<file path="config.mk">
export PLATFORM = sky130hd
export DESIGN_NAME = crc_motoru_flat
export DESIGN_NICKNAME = d
export VERILOG_FILES = /design/src/rtl/crc_sabitler_pkg.sv /design/src/rtl/crc_motoru_if.sv /design/src/rtl/crc_bayt_adim.sv /design/src/rtl/crc_motoru.sv /design/src/flat_wrapper.sv
export SDC_FILE = /design/constraint.sdc
export NUM_CORES = 1
export LEC_CHECK = 0
export BUFFER_PORTS_ARGS = -buffer_cell sky130_fd_sc_hd__buf_4
export CELL_PAD_IN_SITES_DETAIL_PLACEMENT = 0
export CELL_PAD_IN_SITES_GLOBAL_PLACEMENT = 1
export CORE_MARGIN = 2
export CORE_UTILIZATION = 25
export DETAILED_ROUTE_END_ITERATION = 6
export PLACE_DENSITY = 0.49
export SYNTH_ARGS = -nofsm -noshare
export SYNTH_HDL_FRONTEND = slang
export SYNTH_HIERARCHICAL = 1
export SYNTH_SLANG_ARGS = --single-unit
</file>
<file path="constraint.sdc">
create_clock -name clk_i -period 1.9 [get_ports clk_i]
set_clock_uncertainty 0.05 [all_clocks]
set_input_delay 0.095 -clock clk_i [delete_from_list [all_inputs] [get_ports clk_i]]
set_output_delay 0.095 -clock clk_i [all_outputs]
set_load 0.05 [all_outputs]
</file>
<file path="src/rtl/crc_sabitler_pkg.sv">
// -----------------------------------------------------------------------------
// crc_sabitler_pkg
// Shared constants for the crc_motoru CRC engine:
//   - durum_t : FSM state encoding (BOSTA idle, BEKLE frame open,
//               ISLE processing bytes, SONUC finalise)
//   - legal CRC widths (16, 32) and legal beat widths in bytes (1, 2, 4),
//     with helper predicates to test a parameter value against them
//   - bayt_ters : bit reversal of one byte (reflected-input CRC variants)
// -----------------------------------------------------------------------------
package crc_sabitler_pkg;

    typedef enum logic [1:0] {
        BOSTA = 2'd0,
        BEKLE = 2'd1,
        ISLE  = 2'd2,
        SONUC = 2'd3
    } durum_t;

    localparam int unsigned CRC_W_16 = 16;
    localparam int unsigned CRC_W_32 = 32;

    localparam int unsigned BYTES_1 = 1;
    localparam int unsigned BYTES_2 = 2;
    localparam int unsigned BYTES_4 = 4;

    function automatic bit crc_w_gecerli(input int unsigned w);
        return (w == CRC_W_16) || (w == CRC_W_32);
    endfunction

    function automatic bit bytes_gecerli(input int unsigned b);
        return (b == BYTES_1) || (b == BYTES_2) || (b == BYTES_4);
    endfunction

    function automatic logic [7:0] bayt_ters(input logic [7:0] b);
        logic [7:0] r;
        for (int i = 0; i < 8; i++) begin
            r[i] = b[7-i];
        end
        return r;
    endfunction

endpackage

</file>
<file path="src/rtl/crc_motoru_if.sv">
// -----------------------------------------------------------------------------
// crc_motoru_if
// Beat/handshake bundle of the crc_motoru CRC engine.
//   basla_i          : abort any frame, load INIT, open a new frame
//   gecerli_i        : input beat valid
//   hazir_o          : engine accepts a beat this cycle
//   veri_i           : beat data, byte 0 in [7:0]
//   bayt_gecerli_i   : per-byte enable
//   son_i            : beat is the last of its frame
//   crc_o            : final CRC of the last completed frame
//   crc_gecerli_o    : one-cycle pulse when crc_o updates
//   mesgul_o         : a frame is open or being processed
//   beklenen_i/hata_o: expected CRC and mismatch flag, only when the macro
//                      CRC_DOGRULA_EN is defined
// Modports: master = frame source (testbench/upstream), slave = crc_motoru.
// -----------------------------------------------------------------------------
interface crc_motoru_if #(
    parameter int unsigned CRC_W = 16,
    parameter int unsigned BYTES = 1
);
    import crc_sabitler_pkg::*;

    logic                 basla_i;
    logic                 gecerli_i;
    logic                 hazir_o;
    logic [8*BYTES-1:0]   veri_i;
    logic [BYTES-1:0]     bayt_gecerli_i;
    logic                 son_i;
    logic [CRC_W-1:0]     crc_o;
    logic                 crc_gecerli_o;
    logic                 mesgul_o;
`ifdef CRC_DOGRULA_EN
    logic [CRC_W-1:0]     beklenen_i;
    logic                 hata_o;

    modport master (
        output basla_i, gecerli_i, veri_i, bayt_gecerli_i, son_i, beklenen_i,
        input  hazir_o, crc_o, crc_gecerli_o, mesgul_o, hata_o
    );

    modport slave (
        input  basla_i, gecerli_i, veri_i, bayt_gecerli_i, son_i, beklenen_i,
        output hazir_o, crc_o, crc_gecerli_o, mesgul_o, hata_o
    );
`else
    modport master (
        output basla_i, gecerli_i, veri_i, bayt_gecerli_i, son_i,
        input  hazir_o, crc_o, crc_gecerli_o, mesgul_o
    );

    modport slave (
        input  basla_i, gecerli_i, veri_i, bayt_gecerli_i, son_i,
        output hazir_o, crc_o, crc_gecerli_o, mesgul_o
    );
`endif

endinterface

</file>
<file path="src/rtl/crc_bayt_adim.sv">
// -----------------------------------------------------------------------------
// crc_bayt_adim
// Combinational one-byte CRC step, MSB first, computed as eight unrolled
// shift/XOR divisions by POLY (no table):
//   crc_o = (crc_i << 8) ^ f(crc_i[CRC_W-1 -: 8] ^ bayt_i)
// Ports:
//   crc_i  : current CRC register
//   bayt_i : data byte (already bit-reversed by the caller if reflected)
//   crc_o  : register after absorbing the byte
// -----------------------------------------------------------------------------
module crc_bayt_adim #(
    parameter int unsigned      CRC_W = 16,
    parameter logic [CRC_W-1:0] POLY  = 16'h1021
) (
    input  logic [CRC_W-1:0] crc_i,
    input  logic [7:0]       bayt_i,
    output logic [CRC_W-1:0] crc_o
);

    logic [CRC_W-1:0] r;

    always_comb begin
        // XOR the byte into the top of the register, then divide 8 times.
        r = crc_i ^ {bayt_i, {(CRC_W-8){1'b0}}};
        for (int b = 0; b < 8; b++) begin
            r = r[CRC_W-1] ? ((r << 1) ^ POLY) : (r << 1);
        end
        crc_o = r;
    end

endmodule

</file>
<file path="src/rtl/crc_motoru.sv">
// -----------------------------------------------------------------------------
// crc_motoru
// Frame-oriented CRC engine. Beats of up to BYTES bytes are accepted through
// a valid/ready handshake, their enabled bytes are absorbed one per cycle in
// ascending byte order, and the closing beat produces a registered CRC with a
// one-cycle valid pulse.
// Ports:
//   clk_i : clock, rising edge
//   rst_i : synchronous active-high reset
//   bus   : crc_motoru_if.slave (basla/gecerli/hazir/veri/bayt_gecerli/son
//           inputs and handshake, crc/crc_gecerli/mesgul outputs)
// Parameters: CRC_W (16/32), POLY, INIT, XOR_OUT, REFLECT, BYTES (1/2/4).
// Optional feature: define CRC_DOGRULA_EN to add beklenen_i/hata_o, a
// compare of the final CRC against an expected value, held with crc_o.
// -----------------------------------------------------------------------------
module crc_motoru
    import crc_sabitler_pkg::*;
#(
    parameter int unsigned      CRC_W   = 16,
    parameter logic [CRC_W-1:0] POLY    = 16'h1021,
    parameter logic [CRC_W-1:0] INIT    = 16'hFFFF,
    parameter logic [CRC_W-1:0] XOR_OUT = '0,
    parameter bit               REFLECT = 1'b0,
    parameter int unsigned      BYTES   = 1
) (
    input  logic        clk_i,
    input  logic        rst_i,
    crc_motoru_if.slave bus
);

    durum_t             durum_q;
    logic [CRC_W-1:0]   crc_q;
    logic [CRC_W-1:0]   crc_cikis_q;
    logic               crc_gecerli_q;
    logic               hazir_q;
    logic               mesgul_q;

    logic [8*BYTES-1:0] veri_p0;
    logic [BYTES-1:0]   maske_p0;
    logic               son_p0;

    logic [7:0]         bayt_sec;
    logic [7:0]         adim_girdi;
    logic [BYTES-1:0]   kalan;
    logic               bulundu;
    logic [CRC_W-1:0]   adim_cikis;
    logic [CRC_W-1:0]   crc_sonraki;
    logic [CRC_W-1:0]   son_deger;
    logic               aktarim;

    function automatic logic [CRC_W-1:0] bit_ters(input logic [CRC_W-1:0] d);
        logic [CRC_W-1:0] r;
        for (int i = 0; i < CRC_W; i++) begin
            r[i] = d[CRC_W-1-i];
        end
        return r;
    endfunction

    function automatic logic en_fazla_bir(input logic [BYTES-1:0] m);
        return (m & (m - BYTES'(1))) == '0;
    endfunction

    assign aktarim = bus.gecerli_i && hazir_q;

    // Pick the lowest enabled byte still pending; disabled bytes cost nothing.
    always_comb begin
        bayt_sec = 8'h00;
        kalan    = maske_p0;
        bulundu  = 1'b0;
        for (int i = 0; i < BYTES; i++) begin
            if (maske_p0[i] && !bulundu) begin
                bayt_sec = veri_p0[8*i +: 8];
                kalan[i] = 1'b0;
                bulundu  = 1'b1;
            end
        end
    end

    assign adim_girdi = REFLECT ? bayt_ters(bayt_sec) : bayt_sec;

    crc_bayt_adim #(
        .CRC_W (CRC_W),
        .POLY  (POLY)
    ) u_adim (
        .crc_i  (crc_q),
        .bayt_i (adim_girdi),
        .crc_o  (adim_cikis)
    );

    assign crc_sonraki = bulundu ? adim_cikis : crc_q;
    assign son_deger   = (REFLECT ? bit_ters(crc_sonraki) : crc_sonraki) ^ XOR_OUT;

    // The last byte of a closing beat is absorbed during SONUC itself, so a
    // beat with n enabled bytes holds hazir_o low for n cycles (at least one)
    // whether or not it closes the frame.
    always_ff @(posedge clk_i) begin
        if (rst_i) begin
            durum_q       <= BOSTA;
            crc_q         <= INIT;
            crc_cikis_q   <= '0;
            crc_gecerli_q <= 1'b0;
            hazir_q       <= 1'b1;
            mesgul_q      <= 1'b0;
        end else begin
            crc_gecerli_q <= 1'b0;
            if (bus.basla_i && !aktarim) begin
                durum_q  <= BEKLE;
                crc_q    <= INIT;
                hazir_q  <= 1'b1;
                mesgul_q <= 1'b1;
            end else begin
                case (durum_q)
                    BOSTA, BEKLE: begin
                        if (aktarim) begin
                            veri_p0  <= bus.veri_i;
                            maske_p0 <= bus.bayt_gecerli_i;
                            son_p0   <= bus.son_i;
                            if (durum_q == BOSTA || bus.basla_i) begin
                                crc_q <= INIT;
                            end
                            hazir_q  <= 1'b0;
                            mesgul_q <= 1'b1;
                            durum_q  <= (bus.son_i && en_fazla_bir(bus.bayt_gecerli_i))
                                        ? SONUC : ISLE;
                        end
                    end
                    ISLE: begin
                        crc_q    <= crc_sonraki;
                        maske_p0 <= kalan;
                        if (son_p0 ? en_fazla_bir(kalan) : (kalan == '0)) begin
                            durum_q <= son_p0 ? SONUC : BEKLE;
                            hazir_q <= !son_p0;
                        end
                    end
                    SONUC: begin
                        crc_cikis_q   <= son_deger;
                        crc_gecerli_q <= 1'b1;
                        crc_q         <= INIT;
                        durum_q       <= BOSTA;
                        hazir_q       <= 1'b1;
                        mesgul_q      <= 1'b0;
                    end
                    default: begin
                        durum_q  <= BOSTA;
                        hazir_q  <= 1'b1;
                        mesgul_q <= 1'b0;
                    end
                endcase
            end
        end
    end

`ifdef CRC_DOGRULA_EN
    logic hata_q;

    always_ff @(posedge clk_i) begin
        if (rst_i) begin
            hata_q <= 1'b0;
        end else if (durum_q == SONUC && !bus.basla_i) begin
            hata_q <= (son_deger != bus.beklenen_i);
        end
    end

    assign bus.hata_o = hata_q;
`endif

    assign bus.hazir_o       = hazir_q;
    assign bus.crc_o         = crc_cikis_q;
    assign bus.crc_gecerli_o = crc_gecerli_q;
    assign bus.mesgul_o      = mesgul_q;

endmodule

</file>
<file path="src/flat_wrapper.sv">
// flat-port wrapper written by rule: the top's interface ports become plain ports
module crc_motoru_flat import crc_sabitler_pkg::*;
#(
    parameter int unsigned      CRC_W   = 16,
    parameter logic [CRC_W-1:0] POLY    = 16'h1021,
    parameter logic [CRC_W-1:0] INIT    = 16'hFFFF,
    parameter logic [CRC_W-1:0] XOR_OUT = '0,
    parameter bit               REFLECT = 1'b0,
    parameter int unsigned      BYTES   = 1
)
  (clk_i, rst_i, bus_basla_i, bus_gecerli_i, bus_veri_i, bus_bayt_gecerli_i, bus_son_i, bus_hazir_o, bus_crc_o, bus_crc_gecerli_o, bus_mesgul_o);
  crc_motoru_if #(.CRC_W(CRC_W), .BYTES(BYTES)) bus_i ();
  input  logic clk_i;
  input  logic rst_i;
  input wire logic [$bits(bus_i.basla_i)-1:0] bus_basla_i;
  input wire logic [$bits(bus_i.gecerli_i)-1:0] bus_gecerli_i;
  input wire logic [$bits(bus_i.veri_i)-1:0] bus_veri_i;
  input wire logic [$bits(bus_i.bayt_gecerli_i)-1:0] bus_bayt_gecerli_i;
  input wire logic [$bits(bus_i.son_i)-1:0] bus_son_i;
  output wire logic [$bits(bus_i.hazir_o)-1:0] bus_hazir_o;
  output wire logic [$bits(bus_i.crc_o)-1:0] bus_crc_o;
  output wire logic [$bits(bus_i.crc_gecerli_o)-1:0] bus_crc_gecerli_o;
  output wire logic [$bits(bus_i.mesgul_o)-1:0] bus_mesgul_o;
  assign bus_i.basla_i = bus_basla_i;
  assign bus_i.gecerli_i = bus_gecerli_i;
  assign bus_i.veri_i = bus_veri_i;
  assign bus_i.bayt_gecerli_i = bus_bayt_gecerli_i;
  assign bus_i.son_i = bus_son_i;
  assign bus_hazir_o = bus_i.hazir_o;
  assign bus_crc_o = bus_i.crc_o;
  assign bus_crc_gecerli_o = bus_i.crc_gecerli_o;
  assign bus_mesgul_o = bus_i.mesgul_o;
  crc_motoru #(.CRC_W(CRC_W), .POLY(POLY), .INIT(INIT), .XOR_OUT(XOR_OUT), .REFLECT(REFLECT), .BYTES(BYTES)) u_core (.clk_i(clk_i), .rst_i(rst_i), .bus(bus_i));
endmodule
</file>
==> metrics.txt <==
I/O Buffers 32; final non-filler cell area roughly 3400 sq um; reg-to-reg startpoint u_core/maske_p0; TritonCTS clock tree built; Routability Congestion between 0.7 and 0.8; DR iter-0 viols 65; most common cell after layout, fill and taps aside buf_4; Via Count ~2.0k; Clock Sinks between 40 and 50; Clk pwr share 0.319; r2r setup slk 50 ps; max-cap viol count 0; Synth Warn # 6; multiplexer share of the synthesized area 0.0625; Synth Area in Simple Gates 0.0864; drt pass-1 iters 4; clock period minus worst slack roughly 1800 ps; Hold Path Depth 2; Worst EP required 2040 ps; Synth Net Count 255; # IOs 33; syn avg cell area approximately 11 sq um; Cell variety after synth 33; Hold WC Path Type input pin to register; fin. max-slew vios 0; Async S/R FF share, synth 0; NetSw around 0.00067 W; dpl ws -57.2 ps; CP max FO 6; post-synthesis adder-cell area fraction 0; P_leak about 1.3 nW; cell mode on critical path buf_6; vias in the first global route about 2k; Clock transition at path regs 100 ps; sequential fraction of the synthesis area 0.406; Final Util 0.341; R2R Path End u_core/bus.crc_o[6]; Vias/cell 4.68; DRC 0; GRT Overall Usage 0.136; Worst Max-Slew Pin Slew 496 ps; switching share of total power 0.288; DP Cell Count roughly 400; slack of the critical path roughly 53 ps; per-cell routed wire length 17.1 microns; H-tree depth 2; Logic pwr share 0.215; share of layout cells above drive strength 1 0.328; most frequent cells in the layout buf_4 (56), dfxtp_1 (37), a211oi_1 (23); Worst Min Path Start rst_i; Synth Cell Area 2560 sq um; Layout area overhead 31.1%; n_diodes 0; nature of the critical path startpoint register; Peak Freq 541 MHz; Initial Util 0.260; Crit Path Class register to register; xor/xnor share of the synthesized area 0.143; Flop pwr share 0.466; Total Wirelength 7.28 mm; crit path DAT 1990 ps; first-pass GRT wire length between 10 and 15 mm; Core Area between 9000 and 10000 sq um; run status complete, no violations; Top Family by Delay on Critical Path XOR/XNOR gates; final std cells w/o fill roughly 430; worst-case clock buffer depth 2; Peak VDD IR between 300 and 400 uV; Root Buffer clkbuf_8; DIE AREA roughly 11000 sq um; Synth Register Bits 47; Buf/Inv on CP 2; dpl hpwl roughly 4.9 mm; initial antenna violation count 0; total CTS buffers 5; Cell Rows 36; post-synthesis compound-gate area fraction 0.248; Nets slightly above 300; Die Ht ~110 microns; Worst path slowest cell edfxtp_1; Final Hold Fails 0; Die W between 100 and 150 microns; cells along the critical path buf_6 -> and2_4 -> xnor2_4 -> buf_6 -> xnor3_1 -> mux2i_1 -> a211oi_1; Worst Hold Path EP u_core/bus.crc_o[7]; main combinational cell family by area after synthesis compound AO/OA/AOI/OAI gates; RSZ-0062 raised after global routing true; period utilization 0.972; GR Overflow Total 0; worst-skew pair later-pin latency ~300 ps; Post-Syn Instances approximately 240; Primary FF master, synth dfxtp_1; Power Dens Cells roughly 700 nW/um^2; Design Power between 0.002 and 0.0025 W; Slew Limit Headroom 0.666; pin count of the biggest net entering global routing 19; Post-synth EDFFs 10; Final Setup Violations 0; max incr delay on CP 430 ps; dpl cell area 3030 sq um; Critical Path End Type register; Reg2Reg Depth 7; post-route ant nets 0; Cell Int Power between 0.0015 and 0.002 W
layer usage:
layer / up-vias / track usage / part of all wire
li1: 987 / - / -
met1: 959 / 0.201 / 0.52
met2: 39 / 0.207 / 0.44
met3: 7 / 0.0241 / 0.027
met4: 0 / 0.0295 / 0.0089
met5: - / 0 / 0
kinds of logic (layout without fill, tap and decap cells):
group | after synthesis | count (layout)
DFF | 47 | 47
and+or+nand+nor | 41 | 41
buffers and inverters | 26 | 78
muxes | 16 | 16
AOI/OAI and AO/OA | 87 | 87
xor gates and xnor gates | 24 | 24
how the worst max path moves through the flow:
stage                     from              endpoint  depth (start not counted)
2_1_floorplan  u_core/maske_p0  u_core/bus.crc_o[14]                          7
3_3_place_gp   u_core/maske_p0  u_core/bus.crc_o[12]                          6
3_5_place_dp   u_core/maske_p0  u_core/bus.crc_o[12]                          6
4_1_cts        u_core/maske_p0  u_core/bus.crc_o[12]                          6
5_1_grt        u_core/maske_p0   u_core/bus.crc_o[6]                          7
6_report       u_core/maske_p0   u_core/bus.crc_o[6]                          7
through the flow:
step	TNS (ps)	hold WS (ps)
detailed placement	-105	224
global placement	-35.3	223
global route	-48.6	83.2
CTS	-1.09	67.7
floorplan	-21.2	144
finish	0	63.5
final cells by class:
type                    instances  area (sq um)
fillers                      1007          6500
multi-input cells             168          1490
flip-flops and latches         47          1040
repair buffers                 68           544
well taps                     133           166
clock buffers                   7           108
inverters                       2          7.51
clock inverters                 1          5.00
sequential cells by signal, indices dropped and copies added, names as in the netlist:
register                  cells
u_core/son_p0                 1
u_core/bus.crc_gecerli_o      1
u_core/veri_p0                8
u_core/maske_p0               1
u_core/bus.crc_o             16
u_core/crc_q                 16
u_core/durum_q                2
u_core/bus.hazir_o            1
u_core/bus.mesgul_o           1
synthesized netlist by cell type (5+ instances only):
cell type,n,area [sq um]
a211oi_1,23,173
a211oi_2,9,113
a21oi_1,17,85.1
and2_1,10,62.6
buf_2,11,55.1
clkbuf_1,9,33.8
dfxtp_1,37,741
edfxtp_1,10,300
mux2i_1,16,160
nor2_1,17,63.8
nor2b_1,5,31.3
o21ai_0,16,80.1
o2bb2ai_1,16,140
xnor2_1,9,78.8
xnor3_1,5,113
power by group through the flow:
| stage | Clock [W] | Sequential, W | Combinational [W] |
|---|---|---|---|
| after detailed placement | 0 | 0.00111 | 0.000458 |
| after floorplan | 0 | 0.00115 | 0.000264 |
| after global routing | 0.000805 | 0.00109 | 0.000532 |
| after CTS | 0.000776 | 0.00108 | 0.000477 |
| after global placement | 0 | 0.00111 | 0.000459 |
| final | 0.000739 | 0.00108 | 0.000498 |
repair_timing:
item / 4_1_cts / 5_1_grt
endpoints found under the setup margin: 5 / 18
pin swaps: 2 / 12
resized for setup: 1 / 14
setup buffers: 1 / 4
hold buffers: 9 / 0
endpoints found under the hold margin: 9 / 0
Note: power is estimated with default switching activity, not from simulation.
